<file path="src/rtl/seq_mult_param.sv">
//==============================================================================
// Module      : seq_mult_param
// Description : Shift-and-add sequential multiplier, one partial-product bit
//               per clock, signed/unsigned, start/ready/valid handshake.
// Revision    : 1.0 - initial release
//==============================================================================
`default_nettype none

module seq_mult_param #(
    parameter int WIDTH = 8
) (
    input  logic                 Clock,
    input  logic                 Reset_n,
    input  logic                 Start,
    input  logic                 Signed_Mode,
    input  logic [WIDTH-1:0]     A,
    input  logic [WIDTH-1:0]     X,
    output logic                 Ready,
    output logic                 Busy,
    output logic                 Valid,
    output logic [2*WIDTH-1:0]   Result
);

    localparam int CW = (WIDTH > 1) ? $clog2(WIDTH) : 1;
    localparam logic [CW-1:0] C_LAST = CW'(WIDTH - 1);

    typedef enum logic [0:0] {
        S_IDLE = 1'b0,
        S_CALC = 1'b1
    } state_t;

    state_t               state_q, state_d;
    logic [WIDTH-1:0]     mag_q, mag_d;
    logic [2*WIDTH-1:0]   acc_q, acc_d;
    logic [CW-1:0]        cnt_q, cnt_d;
    logic                 neg_q, neg_d;
    logic [2*WIDTH-1:0]   result_q, result_d;
    logic                 valid_q, valid_d;

    logic [WIDTH-1:0]     a_mag;
    logic [WIDTH-1:0]     x_mag;
    logic [WIDTH-1:0]     addend;
    logic [WIDTH:0]       sum;

    // Magnitude of the most-negative value is 2^(WIDTH-1), which still fits unsigned.
    assign a_mag = (Signed_Mode && A[WIDTH-1]) ? (~A + 1'b1) : A;
    assign x_mag = (Signed_Mode && X[WIDTH-1]) ? (~X + 1'b1) : X;

    always_comb begin
        state_d  = state_q;
        mag_d    = mag_q;
        acc_d    = acc_q;
        cnt_d    = cnt_q;
        neg_d    = neg_q;
        result_d = result_q;
        valid_d  = 1'b0;
        addend   = {WIDTH{1'b0}};
        sum      = {(WIDTH+1){1'b0}};
        case (state_q)
            S_IDLE: begin
                if (Start) begin
                    mag_d   = a_mag;
                    acc_d   = {{WIDTH{1'b0}}, x_mag};
                    cnt_d   = {CW{1'b0}};
                    neg_d   = Signed_Mode & (A[WIDTH-1] ^ X[WIDTH-1]);
                    state_d = S_CALC;
                end
            end
            S_CALC: begin
                addend = acc_q[0] ? mag_q : {WIDTH{1'b0}};
                sum    = {1'b0, acc_q[2*WIDTH-1:WIDTH]} + {1'b0, addend};
                acc_d  = {sum, acc_q[WIDTH-1:1]};
                cnt_d  = cnt_q + CW'(1);
                if (cnt_q == C_LAST) begin
                    result_d = neg_q ? (~acc_d + 1'b1) : acc_d;
                    valid_d  = 1'b1;
                    state_d  = S_IDLE;
                end
            end
            default: state_d = S_IDLE;
        endcase
    end

    always_ff @(posedge Clock or negedge Reset_n) begin
        if (!Reset_n) begin
            state_q  <= S_IDLE;
            mag_q    <= {WIDTH{1'b0}};
            acc_q    <= {(2*WIDTH){1'b0}};
            cnt_q    <= {CW{1'b0}};
            neg_q    <= 1'b0;
            result_q <= {(2*WIDTH){1'b0}};
            valid_q  <= 1'b0;
        end else begin
            state_q  <= state_d;
            mag_q    <= mag_d;
            acc_q    <= acc_d;
            cnt_q    <= cnt_d;
            neg_q    <= neg_d;
            result_q <= result_d;
            valid_q  <= valid_d;
        end
    end

    assign Ready  = (state_q == S_IDLE);
    assign Busy   = (state_q == S_CALC);
    assign Valid  = valid_q;
    assign Result = result_q;

endmodule

`default_nettype wire

</file>
<file path="config.mk">
export PLATFORM = sky130hd
export DESIGN_NAME = seq_mult_param
export DESIGN_NICKNAME = d
export VERILOG_FILES = /design/src/rtl/seq_mult_param.sv
export SDC_FILE = /design/constraint.sdc
export NUM_CORES = 1
export LEC_CHECK = 0
export CAP_MARGIN = 20
export CORE_MARGIN = 4
export CORE_UTILIZATION = 40
export CTS_CLUSTER_DIAMETER = 100
export CTS_CLUSTER_SIZE = 14
export DETAILED_ROUTE_END_ITERATION = 10
export GPL_ROUTABILITY_DRIVEN = 0
export GPL_TIMING_DRIVEN = 0
export HOLD_SLACK_MARGIN = 0.05
export MAX_ROUTING_LAYER = met4
export PLACE_DENSITY = 0.73
export SETUP_SLACK_MARGIN = 0.02
export SYNTH_ARGS = -nofsm -noshare
export SYNTH_HDL_FRONTEND = slang
export SYNTH_SLANG_ARGS = --single-unit
</file>
<file path="constraint.sdc">
create_clock -name Clock -period 2.95 [get_ports Clock]
set_clock_uncertainty 0.2 [all_clocks]
set_input_delay 0.7375 -clock Clock [delete_from_list [all_inputs] [get_ports Clock]]
set_output_delay 0.7375 -clock Clock [all_outputs]
set_load 0.005 [all_outputs]
</file>
==> run metrics <==
post-synth cell types 49; Int Power 1928 uW; capturing point of the worst reg2reg path Result[14]$_DFFE_PN0P_; diode count 0; antenna violations before repair 0; pin count of the biggest net entering global routing 42; DR iter-0 viols 113; clock network fraction of total power 14.8%; synth warn 0; Antenna Nets Post-Route 0; sequential power share 35.1%; area delta synth->final 21.98%; Max-Cap Viols 0; CTS tree yes; Die Y 91.00 um; leading register cell type out of synthesis dfrtp_1; largest area contributor in the netlist dfrtp_1; Mapped Avg Cell Area 9.123 um2; Tmin final 2.799 ns; Synth area leaders dfrtp_1 42%, o21ai_0 7.8%, nand2_1 6.4%; Hold-fix buffers, CTS 0; clock slew seen by the registers of the worst setup and hold paths 0.08 ns; endpoints failing setup 0; Leakage 0.001469 uW; HP Class input pin to async pin; crit path launch acc_q[0]$_DFFE_PN0P_; period utilisation layout 94.88%; Place WS 0.05158 ns; # H-tree levels 2; num rows 29; Slew @ Worst Pin 0.7000 ns; Die ar. 8280 um2; drt pass-1 iters 6; Setup Crit Path Kind register to register; Net Sw Frac 38.81%; initial core utilization 42.18%; crit start category register; Buffers on Ports 36; crit path cell chain and2_1, ha_1, fa_2, a21o_1, a211oi_2, o221ai_2, o41ai_2, xnor2_1, o21ai_1; average vias per placed instance 5.264; die width 91.00 um; Clock Tree Root clkbuf_8; Avg WL per Cell 13.67 um; Max Slew Vio Count 0; Max VDD drop 0.5167 mV; CP max-delay cell dfrtp_2; final hold vios 0; worst r2r path cells 9; number of top-level pins 39; total wire length 5.796 mm; FMAX 357.3 MHz; CP endpoint Result[14]$_DFFE_PN0P_; area of the core 6531 um2; total net switching power 1223 uW; Sum Neg Setup Slack 0 ns; net count after synthesis 336; TritonCTS Buffers 5; family with the most delay on the worst path compound AO/OA/AOI/OAI gates; layout cells sized above 1 8.069%; final core occ 51.46%; vias 2232; Placed Area 3227 um2; Slew headroom 53.16%; status completed; # DRC 0; CTS sink count 46; Gate Count Post-Synth 302; top cell type's share of synthesized area 41.78%; NumNets Final 381; EDFF count, synth 0; clk buf depth 2; worst reg-to-reg setup slack 0.15 ns; Largest stage delay, worst path 0.43 ns; reg2reg start acc_q[0]$_DFFE_PN0P_; fin area 3361 um2; Crit path arrival time 2.76 ns; post-DP HPWL 4.466 mm; Final Power 3150 uW; vias in the first global route 2204; number of synthesized register bits 46; stages on the worst setup path 9; crit-path max FO 4; combinational power share 50.1%; WP buf/inv 0; critical path endpoint category register; Worst EP required 2.91 ns; first-pass GRT wire length 10.11 mm; grt ovf 0; worst skew pair latency 0.30 ns; RSZ-0062 raised after global routing false; PwrDens 937.4 nW/um2; Mapped Area 2755 um2; worst setup margin 0.1511 ns; Total GRT Usage 15.18%; Post-synth ARST share 100.0%; sequential element share of the synthesized area 41.78%
cell type report:
class,instances,area (um2)
timing repair buffer,38,382.9
clock buffer,6,82.58
tap,77,96.34
buffer,11,41.29
inverter,10,37.54
multi-input combinational,235,1538
fill,620,3171
clock inverter,1,30.03
sequential,46,1152
cell usage after synthesis (all sizes together) (2+ instances only):
cell type  count
nor2          13
ha            13
xnor2          9
and3           2
a211oi         3
nand2b         2
o21ai         50
a22o           9
xor2          15
nor3           6
dfrtp         46
o31ai          6
nand3b         2
o41ai          3
a21oi          7
o21ba          2
nand2         48
or3            6
and2          10
nand3          7
nor4           2
inv           10
mux2i          3
clkbuf        11
nor3b          2
logic make-up (layout without fill, tap and decap cells):
kind of cell,after synthesis,count (layout),synth area share [%]
compound gates,89,89,21.34
xor+xnor,24,24,7.902
fa+ha+maj,14,14,6.631
buf+inv,21,66,2.861
flops,46,46,41.78
mux,3,3,1.090
simple gates,105,105,18.39
routing by layer:
| metal | GRT usage [%] | vias to the layer above | wire [um] |
|---|---|---|---|
| li1 | - | 1163 | - |
| met1 | 20.26 | 1021 | 2869 |
| met2 | 23.67 | 43 | 2650 |
| met3 | 2.810 | 5 | 235 |
| met4 | 4.397 | 0 | 41 |
| met5 | - | - | 0 |
cell usage in the layout, fill, tap and decap left out, types with 2 or more instances in the layout:
cell	instances
clkbuf_1	11
clkdlybuf4s50_1	35
o21ba_2	2
o21ai_1	7
xor2_1	15
a22o_1	8
mux2i_1	3
nand3b_1	2
nand3_1	7
o41ai_1	2
or3_1	6
xnor2_1	8
nand2_1	47
nor4_1	2
dfrtp_1	45
clkbuf_8	6
nor2_1	13
and2_1	10
a21oi_1	7
nor3_1	5
nand2b_1	2
nor3b_1	2
ha_1	13
o31ai_1	4
a211oi_2	2
o21ai_0	43
inv_1	10
registers in the layout, indices dropped and copies added (netlist names):
signal	flops
neg_q	1
Result	16
Valid	1
acc_q	16
mag_q	8
cnt_q	3
Busy	1
power by group through the flow:
stage	Sequential [uW]	Combinational, uW	Clock (uW)
global route	1150	1780	509
global placement	1110	1490	0
CTS	1110	1550	478
finish	1100	1580	466
floorplan	1080	1040	0
detailed placement	1120	1530	0
repair_timing:
item,in CTS,in global routing
setup buffers,0,1
endpoints found under the setup margin,0,5
hold endpoints to repair,0,0
gates resized for setup,0,4
metrics by stage:
| stage | hold WS, ns | instances |
|---|---|---|
| finish | 0.06151 | 424 |
| global route | 0.05241 | 424 |
| CTS | 0.06184 | 423 |
| detailed placement | 0.2694 | 416 |
| global placement | 0.2571 | 415 |
| floorplan | 0.2419 | 302 |
worst min-delay path by stage:
stage / start / to / slack [ns] / cells past startpoint
after floorplan: Reset_n / Busy$_DFF_PN0_ / 0.24 / 0
after global placement: mag_q[5]$_DFFE_PN0P_ / mag_q[5]$_DFFE_PN0P_ / 0.26 / 2
after detailed placement: mag_q[1]$_DFFE_PN0P_ / mag_q[1]$_DFFE_PN0P_ / 0.27 / 2
after CTS: Reset_n / Busy$_DFF_PN0_ / 0.06 / 1
after global routing: Reset_n / Busy$_DFF_PN0_ / 0.05 / 1
final: Reset_n / Busy$_DFF_PN0_ / 0.06 / 1
(Power assumes the default switching activity.)
